File: src/rtl/multi_seg_boot_loader.sv
// rtl/multi_seg_boot_loader.sv - table-driven multi-segment flash-to-SRAM boot copier
// Reads a segment table from flash, copies each segment to SRAM and verifies an XOR checksum.
module multi_seg_boot_loader #(
  parameter int DW        = 32,
  parameter int FAW       = 25,
  parameter int SAW       = 22,
  parameter int MAX_SEG   = 4,
  parameter int HDR_BASE  = 0,
  parameter int FLASH_LAT = 1,
  parameter int CHECK_EN  = 1,
  localparam int SIW      = $clog2(MAX_SEG + 1)
) (
  input  logic           clk,
  input  logic           rst,
  input  logic           start,
  input  logic           flash_ready,
  input  logic [DW-1:0]  flash_data,
  output logic [FAW-1:0] flash_addr,
  output logic           flash_cs,
  input  logic           sram_ready,
  output logic [DW-1:0]  sram_data,
  output logic [SAW-1:0] sram_addr,
  output logic           sram_cs,
  output logic           busy,
  output logic           done,
  output logic           error,
  output logic [1:0]     err_code,
  output logic [SIW-1:0] seg_idx
);

  localparam int LW = $clog2(FLASH_LAT + 1);
  localparam int CW = ((DW > SAW) ? DW : SAW) + 1;
  localparam logic [CW-1:0] SEG_LIM = CW'(1) << SAW;

  typedef enum logic [3:0] {
    S_IDLE, S_RD_N, S_RD_DEST, S_RD_SIZE, S_SEG_CHK,
    S_COPY_RD, S_COPY_WR, S_RD_CHK, S_FLUSH, S_DONE, S_ERR
  } state_t;

  // Per-access sub-phase: reads use A=strobe, B=latency, C=wait ready;
  // writes use A=wait ready, B=strobe, C=settle.
  typedef enum logic [1:0] {PH_A, PH_B, PH_C} phase_t;

  state_t         state_q, state_d;
  phase_t         ph_q, ph_d;
  logic [LW-1:0]  lat_q, lat_d;
  logic [SIW-1:0] n_q, n_d, k_q, k_d;
  logic [SAW-1:0] dest_q, dest_d;
  logic [DW-1:0]  size_q, size_d, widx_q, widx_d;
  logic [FAW-1:0] ptr_q, ptr_d;
  logic [DW-1:0]  csum_q, csum_d, data_q, data_d;
  logic           flash_cs_q, flash_cs_d, sram_cs_q, sram_cs_d;
  logic [FAW-1:0] flash_addr_q, flash_addr_d;
  logic [SAW-1:0] sram_addr_q, sram_addr_d;
  logic [DW-1:0]  sram_data_q, sram_data_d;
  logic           busy_q, busy_d, done_q, done_d, error_q, error_d;
  logic [1:0]     err_code_q, err_code_d;

  logic           rd_state, rd_fire, seg_adv, seg_last, err_set;
  logic [1:0]     err_val;
  logic [FAW-1:0] tbl_addr, rd_addr;
  logic [CW-1:0]  seg_end;

  always_ff @(posedge clk or negedge rst) begin
    if (!rst) begin
      state_q      <= S_IDLE;
      ph_q         <= PH_A;
      lat_q        <= '0;
      n_q          <= '0;
      k_q          <= '0;
      dest_q       <= '0;
      size_q       <= '0;
      widx_q       <= '0;
      ptr_q        <= '0;
      csum_q       <= '0;
      data_q       <= '0;
      flash_cs_q   <= 1'b0;
      flash_addr_q <= '0;
      sram_cs_q    <= 1'b0;
      sram_addr_q  <= '0;
      sram_data_q  <= '0;
      busy_q       <= 1'b0;
      done_q       <= 1'b0;
      error_q      <= 1'b0;
      err_code_q   <= '0;
    end else begin
      state_q      <= state_d;
      ph_q         <= ph_d;
      lat_q        <= lat_d;
      n_q          <= n_d;
      k_q          <= k_d;
      dest_q       <= dest_d;
      size_q       <= size_d;
      widx_q       <= widx_d;
      ptr_q        <= ptr_d;
      csum_q       <= csum_d;
      data_q       <= data_d;
      flash_cs_q   <= flash_cs_d;
      flash_addr_q <= flash_addr_d;
      sram_cs_q    <= sram_cs_d;
      sram_addr_q  <= sram_addr_d;
      sram_data_q  <= sram_data_d;
      busy_q       <= busy_d;
      done_q       <= done_d;
      error_q      <= error_d;
      err_code_q   <= err_code_d;
    end
  end

  always_comb begin
    state_d      = state_q;
    ph_d         = ph_q;
    lat_d        = lat_q;
    n_d          = n_q;
    k_d          = k_q;
    dest_d       = dest_q;
    size_d       = size_q;
    widx_d       = widx_q;
    ptr_d        = ptr_q;
    csum_d       = csum_q;
    data_d       = data_q;
    flash_cs_d   = 1'b0;
    flash_addr_d = flash_addr_q;
    sram_cs_d    = 1'b0;
    sram_addr_d  = sram_addr_q;
    sram_data_d  = sram_data_q;
    busy_d       = busy_q;
    done_d       = done_q;
    error_d      = error_q;
    err_code_d   = err_code_q;
    rd_fire      = 1'b0;
    seg_adv      = 1'b0;
    err_set      = 1'b0;
    err_val      = 2'd0;

    tbl_addr = FAW'(HDR_BASE + 1) + (FAW'(k_q) << 1);
    seg_last = (k_q == n_q - SIW'(1));
    seg_end  = CW'(dest_q) + CW'(size_q);

    case (state_q)
      S_RD_N:    rd_addr = FAW'(HDR_BASE);
      S_RD_DEST: rd_addr = tbl_addr;
      S_RD_SIZE: rd_addr = tbl_addr + FAW'(1);
      default:   rd_addr = ptr_q;
    endcase

    rd_state = (state_q == S_RD_N) || (state_q == S_RD_DEST) || (state_q == S_RD_SIZE) ||
               (state_q == S_COPY_RD) || (state_q == S_RD_CHK);

    // Shared flash read handshake; rd_fire marks the cycle flash_data is taken.
    if (rd_state) begin
      case (ph_q)
        PH_A: begin
          flash_cs_d   = 1'b1;
          flash_addr_d = rd_addr;
          lat_d        = '0;
          ph_d         = PH_B;
        end
        PH_B: begin
          if (lat_q == LW'(FLASH_LAT)) ph_d = PH_C;
          else                         lat_d = lat_q + LW'(1);
        end
        default: begin
          if (flash_ready) begin
            rd_fire = 1'b1;
            ph_d    = PH_A;
          end
        end
      endcase
    end

    case (state_q)
      S_IDLE: begin
        if (start && flash_ready) begin
          state_d = S_RD_N;
          ph_d    = PH_A;
          busy_d  = 1'b1;
          n_d     = '0;
          k_d     = '0;
          csum_d  = '0;
        end
      end
      S_RD_N: begin
        if (rd_fire) begin
          if (flash_data == '0 || flash_data > DW'(MAX_SEG)) begin
            err_set = 1'b1;
            err_val = 2'd1;
          end else begin
            n_d     = flash_data[SIW-1:0];
            ptr_d   = FAW'(HDR_BASE + 1) + (FAW'(flash_data[SIW-1:0]) << 1);
            state_d = S_RD_DEST;
          end
        end
      end
      S_RD_DEST: begin
        if (rd_fire) begin
          dest_d  = flash_data[SAW-1:0];
          state_d = S_RD_SIZE;
        end
      end
      S_RD_SIZE: begin
        if (rd_fire) begin
          size_d  = flash_data;
          state_d = S_SEG_CHK;
        end
      end
      S_SEG_CHK: begin
        // Wide compare so a huge size cannot alias back into range.
        if (seg_end > SEG_LIM) begin
          err_set = 1'b1;
          err_val = 2'd2;
        end else if (size_q == '0) begin
          seg_adv = 1'b1;
        end else begin
          widx_d  = '0;
          state_d = S_COPY_RD;
        end
      end
      S_COPY_RD: begin
        if (rd_fire) begin
          data_d  = flash_data;
          csum_d  = csum_q ^ flash_data;
          ptr_d   = ptr_q + FAW'(1);
          state_d = S_COPY_WR;
        end
      end
      S_COPY_WR: begin
        case (ph_q)
          PH_A: begin
            if (sram_ready) begin
              sram_cs_d   = 1'b1;
              sram_addr_d = dest_q + widx_q[SAW-1:0];
              sram_data_d = data_q;
              ph_d        = PH_B;
            end
          end
          PH_B: ph_d = PH_C;
          default: begin
            ph_d = PH_A;
            if (widx_q + DW'(1) == size_q) begin
              seg_adv = 1'b1;
            end else begin
              widx_d  = widx_q + DW'(1);
              state_d = S_COPY_RD;
            end
          end
        endcase
      end
      S_RD_CHK: begin
        if (rd_fire) begin
          if (flash_data != csum_q) begin
            err_set = 1'b1;
            err_val = 2'd3;
          end else begin
            state_d = S_FLUSH;
          end
        end
      end
      S_FLUSH: begin
        if (sram_ready) begin
          state_d = S_DONE;
          done_d  = 1'b1;
          busy_d  = 1'b0;
        end
      end
      default: begin
        // DONE/ERR: a held start must not retrigger another load.
        if (!start) begin
          state_d    = S_IDLE;
          done_d     = 1'b0;
          error_d    = 1'b0;
          err_code_d = 2'd0;
          k_d        = '0;
        end
      end
    endcase

    if (seg_adv) begin
      if (seg_last) begin
        state_d = (CHECK_EN != 0) ? S_RD_CHK : S_FLUSH;
      end else begin
        k_d     = k_q + SIW'(1);
        state_d = S_RD_DEST;
      end
    end

    if (err_set) begin
      state_d    = S_ERR;
      error_d    = 1'b1;
      busy_d     = 1'b0;
      err_code_d = err_val;
    end
  end

  assign flash_cs   = flash_cs_q;
  assign flash_addr = flash_addr_q;
  assign sram_cs    = sram_cs_q;
  assign sram_addr  = sram_addr_q;
  assign sram_data  = sram_data_q;
  assign busy       = busy_q;
  assign done       = done_q;
  assign error      = error_q;
  assign err_code   = err_code_q;
  assign seg_idx    = k_q;

endmodule
File: config.mk
export PLATFORM = sky130hd
export DESIGN_NAME = multi_seg_boot_loader
export DESIGN_NICKNAME = d
export VERILOG_FILES = /design/src/rtl/multi_seg_boot_loader.sv
export SDC_FILE = /design/constraint.sdc
export NUM_CORES = 1
export LEC_CHECK = 0
export CAP_MARGIN = 0
export CORE_AREA = 2 2 150 211
export DETAILED_ROUTE_END_ITERATION = 10
export DIE_AREA = 0 0 152 213
export GPL_TIMING_DRIVEN = 0
export HOLD_SLACK_MARGIN = 0.15
export PLACE_DENSITY = 0.84
export SLEW_MARGIN = 20
export SYNTH_ARGS = -nofsm -noshare
export SYNTH_HDL_FRONTEND = slang
export SYNTH_SLANG_ARGS = --single-unit
File: constraint.sdc
create_clock -name clk -period 4.06 [get_ports clk]
set_clock_uncertainty 0.1 [all_clocks]
set_input_delay 0.812 -clock clk [delete_from_list [all_inputs] [get_ports clk]]
set_output_delay 0.812 -clock clk [all_outputs]
set_load 0.05 [all_outputs]
After elaboration in Yosys (flattened, before gate mapping)
Cells that the tools add are included.
{"block": "word_totals", "wordCells": 195, "ff_bits": 274, "input_bits": 37, "output_inout_bits": 89}
{"block": "op_classes", "order_cmp": 2, "mux": 87, "eq_ne": 40, "bitwise_logic": 2, "add_sub_neg": 10, "reduce_logical": 34}
{"cell": "$mux W32", "n": 6}
{"cell": "$pmux W32 S2", "n": 2}
{"cell": "$mux W25", "n": 3}
{"cell": "$pmux W25 S3", "n": 1}
{"cell": "$logic_not A32 Y1", "n": 2}
{"cell": "$mux W4", "n": 16}
{"cell": "$ne A4 B4 Y1 const B", "n": 13}
{"cell": "$pmux W25 S2", "n": 1}
{"cell": "$pmux W4 S9", "n": 1}
{"cell": "$add A22 B32 Y33", "n": 1}
{"cell": "$gt A33 B23 Y1 const B", "n": 1}
{"cell": "$add A32 B1 Y32 const B", "n": 1}
{"cell": "$eq A32 B32 Y1", "n": 1}
{"cell": "$gt A32 B3 Y1 const B", "n": 1}
{"cell": "$ne A32 B32 Y1", "n": 1}
{"cell": "$xor A32 B32 Y32", "n": 1}
{"cell": "$mux W1", "n": 27}
{"cell": "$add A25 B1 Y25 const B", "n": 1}
{"cell": "$mux W3", "n": 8}
{"cell": "$add A22 B22 Y22", "n": 1}
{"cell": "$mux W2", "n": 11}
{"cell": "$ne A2 B2 Y1 const B", "n": 9}
{"cell": "$eq A4 B3 Y1 const B", "n": 4}
{"cell": "$reduce_or A8 Y1", "n": 2}
{"cell": "other kinds (32)", "n": 60}

Logic depth before layout (Yosys ltp)
{"block": "logic_depth", "ltp_word": 10, "ltp_mapped": 14}

Worst setup path after synthesis
OpenSTA, ideal clock, no wires.
{"block": "synth_path", "path_kind": "register to register", "startpoint": "reg size_q[0] (netlist name)", "endpoint": "reg size_q[10]", "t_required_ns": 3.835, "setup_time_ns": 0.125, "arrival_ns": 3.761, "slack_ns": 0.073, "path_buffers": 1, "path_stages_with_launch": 15, "cell_sequence": "dfrtp_1 > ha_1 > fa_1 > a211oi_1 > o21ai_0 > a21boi_1 > o21ai_0 > a21o_1 > a21oi_1 > xnor2_1 > o41ai_4 > a31oi_1 > a21oi_4 > buf_6 > mux2_4"}
{"element": "to (signal assigned)", "line_no": "93", "text": "size_q <= size_d;"}
{"element": "to (decl)", "line_no": "49", "text": "logic [DW-1:0] size_q, size_d, widx_q, widx_d;"}

==> flow_metrics.tcl <==
set metrics [dict create \
    tightestPinTransition_ps 1240 \
    viasPerCell 6.33 \
    port_buffers 122 \
    cts.sinks 274 \
    die_h_um 213 \
    finalSetupTns_ps -4080 \
    relSlewSlack 0.170 \
    final_cell_mix "nand2_1 (352), dfrtp_1 (256), o21ai_0 (152), nor2_1 (126), clkdlybuf4s50_1 (119)" \
    initial_utilization 0.531 \
    path_clk_slew_ps 70 \
    synth_cell_type_count 91 \
    io_pins 126 \
    max-vdd-ir-drop_mv 0.451 \
    antenna_left 0 \
    clock_latency_ps 580 \
    layout.cells.non_filler 2435 \
    hpwl_um 37800 \
    r2r_cells 16 \
    gp_congestion 0.971 \
    ys_async_sr_fraction 1.00 \
    fmax_ghz 0.239 \
    comb_power_share 0.523 \
    fin_ws_ps -129 \
    crit_path_start_kind "register" \
    numCtsBuffers 27 \
    num-nets-final 2111 \
    p_seq_frac 0.296 \
    die-width_um 152 \
    setup_viol 53 \
    synth_area_per_cell_sq_um 8.90 \
    violations "setup timing" \
    rsz0062_at_grt "yes" \
    power-per-cell-area_mw_per_mm2 735 \
    netlist_area_sq_mm 0.0162 \
    switching_share 0.451 \
    required_ps 4420 \
    grt_usage 0.311 \
    period_share 1.03 \
    hold_start "data_q[22]" \
    clkPwrFrac 0.181 \
    grt_pass1_wl_um 80800 \
    ys_seq_area_frac 0.423 \
    routed_wl_um 53100 \
    cts_max_level 1 \
    rrSetupSlack_ps -130 \
    synth-main-ff-cell "dfrtp_1" \
    p_sw_mw 6.74 \
    drive_gt1_frac 0.156 \
    min_path_type "reg2reg" \
    synth_edf_count 0 \
    cp-end-kind "register" \
    intPower_mw 8.19 \
    hold_end "sram_data[22]" \
    p_leak_nw 9.02 \
    ctsRootBufferMaster "clkbuf_16" \
    syn-instance-count 1823 \
    core-area_sq_mm 0.0305 \
    cts_tree "yes" \
    synth_area_leaders "dfrtp_1 (42%), nand2_1 (8.2%), o21ai_0 (5.2%)" \
    worstReg2RegEnd "size_q[19]" \
    ys_seq_elements 274 \
    drt-initial-drc-count 1322 \
    min_period_ps 4190 \
    grt_max_degree 100 \
    yosysTopAreaCellShare 0.423 \
    cp_max_fo 7 \
    antenna_found_initial 0 \
    num_vias 15412 \
    max_cap_viol_count 0 \
    arrival_ps 4550 \
    place_area_sq_mm 0.0180 \
    slew_violations 0 \
    final_hold_viol_count 0 \
    area_growth_pct 25.3 \
    yosys.area.top_type "dfrtp_1" \
    synth.net_count 1909 \
    first_global_vias 14941 \
    status "finished, violations left" \
    timing.rr.start "dest_q[0]" \
    antenna_cells 0 \
    rows 76 \
    crit_type "reg2reg" \
    stdcell_area_sq_mm 0.0203 \
    mostFrequentLayoutCell "nand2_1" \
    die_area_sq_mm 0.0324 \
    wire_per_inst_um 21.8 \
    hold_depth 2 \
    drt_first_pass_iters 7 \
    synth.yosys.warnings 0 \
    cts_buffer_depth 3 \
    drc_errors 0 \
    place_inst 2337 \
    grt-ovfl-total 0 \
]
[routing by layer]
metal  vias to the layer above  track usage  routed length [um]
met2                       769        0.537               26100
li1                       6910            -                   -
met3                       228       0.0357                3300
met4                         0        0.197                3740
met1                      7505        0.372               20000
met5                         -            0                   0
[synthesized netlist by cell type, types with 9 or more instances]
library cell and instances:
nand3_1 56, xor2_1 83, mux2i_1 11, a21o_1 21, buf_2 12, nor2_1 130, clkbuf_1 71, inv_1 26
ha_1 47, dfrtp_1 274, mux2_4 10, and3_1 29, a31oi_1 17, or3_1 11, xnor2_1 55, nor3_1 24
o21ai_0 168, nand4_1 28, nand2_1 354, and2_1 20, o211ai_1 10, nor2b_1 9, a21oi_1 60, nor4_1 37
nand2b_1 11, and4_1 12, mux2_2 28, o31ai_1 49, mux2_1 19
[timing repair]
item                                   in CTS  in global routing
pin swaps                                  16                 48
resized for setup                         121                107
setup endpoints to repair                  87                 86
setup buffers                              22                 24
endpoints found under the hold margin      25                  0
hold buffers                                1                  0
cloned                                      5                  1
[critical path: stages, from the launching register on]
cell and delay, ps:
dfrtp_2 450, ha_4 190, fa_2 370, a211oi_4 250, xnor2_1 120, nor4b_2 290, o21ai_1 90, a311o_1 360
nor4b_4 320, nand4_1 180, o41ai_4 240, buf_6 180, a31oi_4 100, a21oi_4 190, buf_12 180, clkbuf_16 160
mux2_4 300
[cell families (layout without fill, tap and decap cells)]
| group | after synthesis | after routing | synth area share |
|---|---|---|---|
| simple gates | 765 | 765 | 0.225 |
| xor+xnor | 138 | 138 | 0.0745 |
| flops | 274 | 274 | 0.423 |
| mux | 68 | 68 | 0.0487 |
| compound gates | 407 | 407 | 0.159 |
| fa+ha+maj | 49 | 49 | 0.0387 |
| buf+inv | 122 | 344 | 0.0312 |
[worst max path at each step]
stage               from  slack (ps)          to
2_1_floorplan  size_q[0]          70  size_q[10]
3_3_place_gp         rst       -9490  seg_idx[2]
3_5_place_dp   size_q[0]       -1210   size_q[3]
4_1_cts        dest_q[0]        -220  size_q[21]
5_1_grt        dest_q[0]        -240  size_q[13]
6_report       dest_q[0]        -130  size_q[19]
[sequential cells by signal (all words and copies together) (netlist names), 4 cells and up]
name and cells:
dest_q 22, sram_data 32, csum_q 32, sram_addr 22, ptr_q 25, flash_addr 25, state_q 4, data_q 32
widx_q 32, size_q 32
[power by group through the flow]
stage                     Clock [mW]  Sequential (mW)  Combinational [mW]
final                           2.71             4.42                7.80
after CTS                       2.73             4.35                7.09
after detailed placement           0             4.39                6.37
after global routing            2.82             4.47                8.31
after floorplan                    0             4.59                4.13
after global placement             0             4.36                6.26
[final cells by class]
type | instances | area (sq um)
buffer | 93 | 464
clock buffer | 37 | 763
clock inverter | 12 | 175
fill | 2290 | 10200
inverter | 27 | 101
multi-input combinational | 1427 | 9710
sequential | 274 | 6880
tap | 390 | 488
timing repair buffer | 175 | 1750
[metrics by stage]
step	utilization	setup WS (ps)	hold WS, ps	power [mW]
final	0.666	-129	373	14.9
after global routing	0.666	-235	396	15.6
after CTS	0.644	-215	375	14.2
after detailed placement	0.589	-1210	354	10.8
after global placement	0.587	-9490	355	10.6
after floorplan	-	73.5	339	8.72
Power figures use the tool's default switching activity.
==> variant 1 (same flow settings) <==
Make the reset (`rst`) synchronous in one clocked block.
--- a/src/rtl/multi_seg_boot_loader.sv
+++ b/src/rtl/multi_seg_boot_loader.sv
@@ -61,7 +61,7 @@
   logic [FAW-1:0] tbl_addr, rd_addr;
   logic [CW-1:0]  seg_end;
 
-  always_ff @(posedge clk or negedge rst) begin
+  always_ff @(posedge clk) begin
     if (!rst) begin
       state_q      <= S_IDLE;
       ph_q         <= PH_A;
Behaviour: differs if rst is asserted again (counterexample within 4 cycles, from zero or initial values and one cycle with rst low); with rst held inactive, the same outputs for 10 cycles.
==> variant 1 against the original RTL <==
Wire length up 3.9%. Count of clock-buffer cells in the layout rose by 5. Final area down 9.4%. Setup slack gained 0.18 ns. Sequential cell count did not move. Synthesized area fell by 5.9%. Utilization fell by 6.3 points. Critical endpoint is now widx_q[10]$_SDFFE_PN0P_.
Power is not compared: it rests on default switching activity, and its combinational part moved more than twofold at a synthesized area within 25%.
==> variant 1: results <==
set metrics [dict create \
    run_status "finished, final reports clean" \
    area_growth_pct 20.7 \
    grt_pass1_wl_um 83800 \
    netlist-cell-type-count 75 \
    ys_seq_area_frac 0.359 \
    crit_path_top_delay_cell "or4_4" \
    synth_xor_area_frac 0.0677 \
    reg2reg_to "widx_q[10]$_SDFFE_PN0P_" \
    clock_area_frac 0.0520 \
    cts_buffers 28 \
    muxShareOfSynthArea 0.0298 \
    seq_cells 274 \
    grt_pass1_vias 15300 \
    r2r-start "dest_q[10]$_SDFFE_PN0P_" \
    dp_cells 2478 \
    postPlaceCellArea_um2 17000 \
    place_ws_ns -1.30 \
    grt_max_degree 15 \
    grtUsageTotal 0.327 \
    hold_path_startpoint "data_q[1]$_SDFFE_PN0P_" \
    vias_per_cell 6.15 \
    multi_input_area_um2 9500 \
    cp.arrival_ns 4.37 \
    place_congestion 0.987 \
    critPathMaxFanout 9 \
    final-nonclk-buf-share 0.0979 \
    antenna_found_initial 1 \
    critPathMaxStageDelay_ns 0.55 \
    ys_async_sr_fraction 0 \
    synthAdderAreaFrac 0.0412 \
    wl_per_cell_um 21.8 \
    synth_nets 2052 \
    sh_seq_area 0.301 \
    inverters_excl_clock 35 \
    firstDrtPassIters 6 \
    synth_flop_cell "dfxtp_1" \
    diodes 1 \
    synth_compound_area_frac 0.200 \
    ys_top_cells_by_area "dfxtp_1, nand2_1, a21oi_1, xnor2_1, ha_1" \
    hold_ws_ns 0.349 \
    tightest_slew_ns 1.08 \
    final_nets 2207 \
    synth_common_cells "nand2_1, dfxtp_1, a21oi_1" \
    buffers 243 \
    drt_iter0_drc 1137 \
    ff2ff_setup_slack_ns 0.05 \
    drive_gt1_frac 0.0831 \
    nClkBuffers 42 \
    wl_um 55200 \
]
variant 1: power by group through the flow:
| stage | combinational [mW] | sequential (mW) | clock (mW) |
|---|---|---|---|
| finish | 1.13 | 2.82 | 2.72 |
| global route | 1.20 | 2.82 | 2.83 |
| CTS | 1.08 | 2.81 | 2.72 |
| detailed placement | 1.04 | 2.87 | 0 |
| global placement | 1.03 | 2.87 | 0 |
| floorplan | 0.573 | 2.95 | 0 |
variant 1: per-layer routing:
metal | global-route usage | routed length [µm] | vias up
met2 | 0.575 | 26800 | 680
li1 | - | - | 7304
met1 | 0.368 | 20600 | 7368
met5 | 0 | 0 | -
met3 | 0.0357 | 3510 | 223
met4 | 0.238 | 4290 | 0
variant 1: worst max path at each step:
| stage | slack, ns | startpoint | cells past startpoint | to |
|---|---|---|---|---|
| finish | 0.05 | dest_q[10]$_SDFFE_PN0P_ | 13 | widx_q[10]$_SDFFE_PN0P_ |
| global route | -0.15 | size_q[0]$_SDFFE_PN0P_ | 13 | widx_q[10]$_SDFFE_PN0P_ |
| CTS | 0.002 | size_q[9]$_SDFFE_PN0P_ | 14 | widx_q[31]$_SDFFE_PN0P_ |
| detailed placement | -1.30 | flash_data[3] | 11 | size_q[31]$_SDFFE_PN0P_ |
| global placement | -1.74 | flash_data[3] | 11 | size_q[30]$_SDFFE_PN0P_ |
| floorplan | 0.22 | size_q[16]$_SDFFE_PN0P_ | 14 | widx_q[31]$_SDFFE_PN0P_ |
variant 1: worst min-delay path, delay by kind of cell, from the launching register on:
family	cells	cell delay, ns
AND/OR/NAND/NOR	1	0.05
AO/OA/AOI/OAI	1	0.05
flip-flops	1	0.31
variant 1: what timing repair did:
action,4_1_cts,5_1_grt
buffers inserted,4,10
resized for setup,54,86
endpoints found under the setup margin,84,76
pin swaps,6,15
gates cloned,0,0
==> variant 2 (same flow settings) <==
Made on the original files. The parameter `MAX_SEG` goes from 4 to 8.
--- a/src/rtl/multi_seg_boot_loader.sv
+++ b/src/rtl/multi_seg_boot_loader.sv
@@ -4,7 +4,7 @@
   parameter int DW        = 32,
   parameter int FAW       = 25,
   parameter int SAW       = 22,
-  parameter int MAX_SEG   = 4,
+  parameter int MAX_SEG   = 8,
   parameter int HDR_BASE  = 0,
   parameter int FLASH_LAT = 1,
   parameter int CHECK_EN  = 1,
Ports: changed (resized seg_idx); port bits go from 126 to 127. The function was not compared with the original's and may differ.
==> variant 2 against the original RTL <==
The flow still finishes with violations (setup timing). Final area decreased by 0.90%. Die area did not move. Wire length rose by 1.2%. Power is 2.6% higher. Synthesized area fell by 0.27%. Sequential cell count up 2. Setup slack improved by 0.078 ns. First-iteration DRC count shrank 23%. Non-clock buffer count fell by 6. Critical endpoint is now state_q[3]$_DFFE_PN0P_. Largest power group unchanged.
==> variant 2: results <==
set metrics [dict create \
    r2r-start "size_q[0]$_DFFE_PN0P_" \
    reg2reg_to "state_q[3]$_DFFE_PN0P_" \
    final-setup-viol-count 3 \
    grt_pass1_wl_um 82500 \
    sw_frac_of_total 0.448 \
    crit_path_top_delay_cell "or4_4" \
    run_status "finished with violations" \
    final_nets 2121 \
    postPlaceCellArea_um2 18000 \
    grtUsageTotal 0.325 \
    syn_inst 1842 \
    violations "setup timing" \
    num_vias 15000 \
    vias_per_cell 6.14 \
    ys_top_cells_by_area "dfrtp_1, nand2_1, o21ai_0, xor2_1, mux2_2" \
    drive_gt1_frac 0.135 \
    dp_cells 2356 \
    wl_per_cell_um 22.0 \
    ys_seq_area_frac 0.427 \
    ff2ff_path_depth 13 \
    vdd_ir_drop_max_mv 0.432 \
    layout_setup_ws_ns -0.0507 \
    tightest_slew_ns 1.10 \
    firstDrtPassIters 5 \
    drt_iter0_drc 1020 \
    path_delay_family "simple AND/OR/NAND/NOR gates" \
]
-- variant 2: cells by family after synthesis --
kind of cell,share of synthesized area
AOI/OAI and AO/OA,0.161
xor gates and xnor gates,0.0670
adders and majority gates,0.0388
buffers and inverters,0.0312
DFF,0.427
muxes,0.0497
and+or+nand+nor,0.226
-- variant 2: timing repair --
action | in CTS | in global routing
pin swaps | 18 | 23
resized for setup | 92 | 87
gates cloned | 0 | 3
endpoints found under the setup margin | 97 | 80
buffers inserted | 30 | 16
-- variant 2: area by class of cell --
type,instances,area (µm²)
Clock buffer,32,734
Inverter,31,116
Timing Repair Buffer,173,1710
Tap cell,390,488
Fill cell,2418,10400
Clock inverter,17,259
Sequential cell,276,6930
Buffer,89,434
Multi-Input combinational cell,1437,9470
-- variant 2: worst reg2reg max path, cell delays in order (launching register included) --
cell and delay [ns]:
dfrtp_1 0.42, ha_4 0.19, fa_2 0.37, a21o_1 0.23
a221oi_4 0.41, xnor2_2 0.11, a41oi_2 0.23, nand4_1 0.20
nor4_4 0.37, buf_4 0.19, a31oi_4 0.10, or4_4 0.45
a21o_1 0.24, or3b_1 0.37
-- variant 2: worst max path at each step --
stage,slack [ns],endpoint,cells past startpoint,start
after floorplan,0.12,state_q[3]$_DFFE_PN0P_,12,size_q[4]$_DFFE_PN0P_
after global placement,-9.62,sram_data[24]$_DFFE_PN0P_,1,rst
after detailed placement,-1.61,ptr_q[20]$_DFFE_PN0P_,12,flash_data[6]
after CTS,0.002,widx_q[6]$_DFFE_PN0P_,11,dest_q[16]$_DFFE_PN0P_
after global routing,-0.12,state_q[1]$_DFFE_PN0P_,13,size_q[0]$_DFFE_PN0P_
final,-0.05,state_q[3]$_DFFE_PN0P_,13,size_q[0]$_DFFE_PN0P_
-- variant 2: power by group through the flow --
stage | sequential (mW) | clock, mW | combinational, mW
floorplan | 4.95 | 0 | 4.01
global placement | 4.41 | 0 | 6.69
detailed placement | 4.45 | 0 | 6.80
CTS | 4.42 | 2.87 | 7.49
global route | 4.55 | 2.97 | 8.61
finish | 4.46 | 2.85 | 8.02
-- variant 2: routing by layer --
layer	wire length [µm]	vias to the layer above	GRT usage
met5	0	-	0
met4	4750	0	0.258
met3	2810	220	0.0469
met2	26700	593	0.575
met1	19500	7278	0.349
li1	-	6927	-
-- variant 2: through the flow --
step                power (mW)  hold WS (ns)
detailed placement        11.2         0.355
floorplan                 8.96         0.339
global placement          11.1         0.360
CTS                       14.8         0.152
global route              16.1         0.182
finish                    15.3         0.136
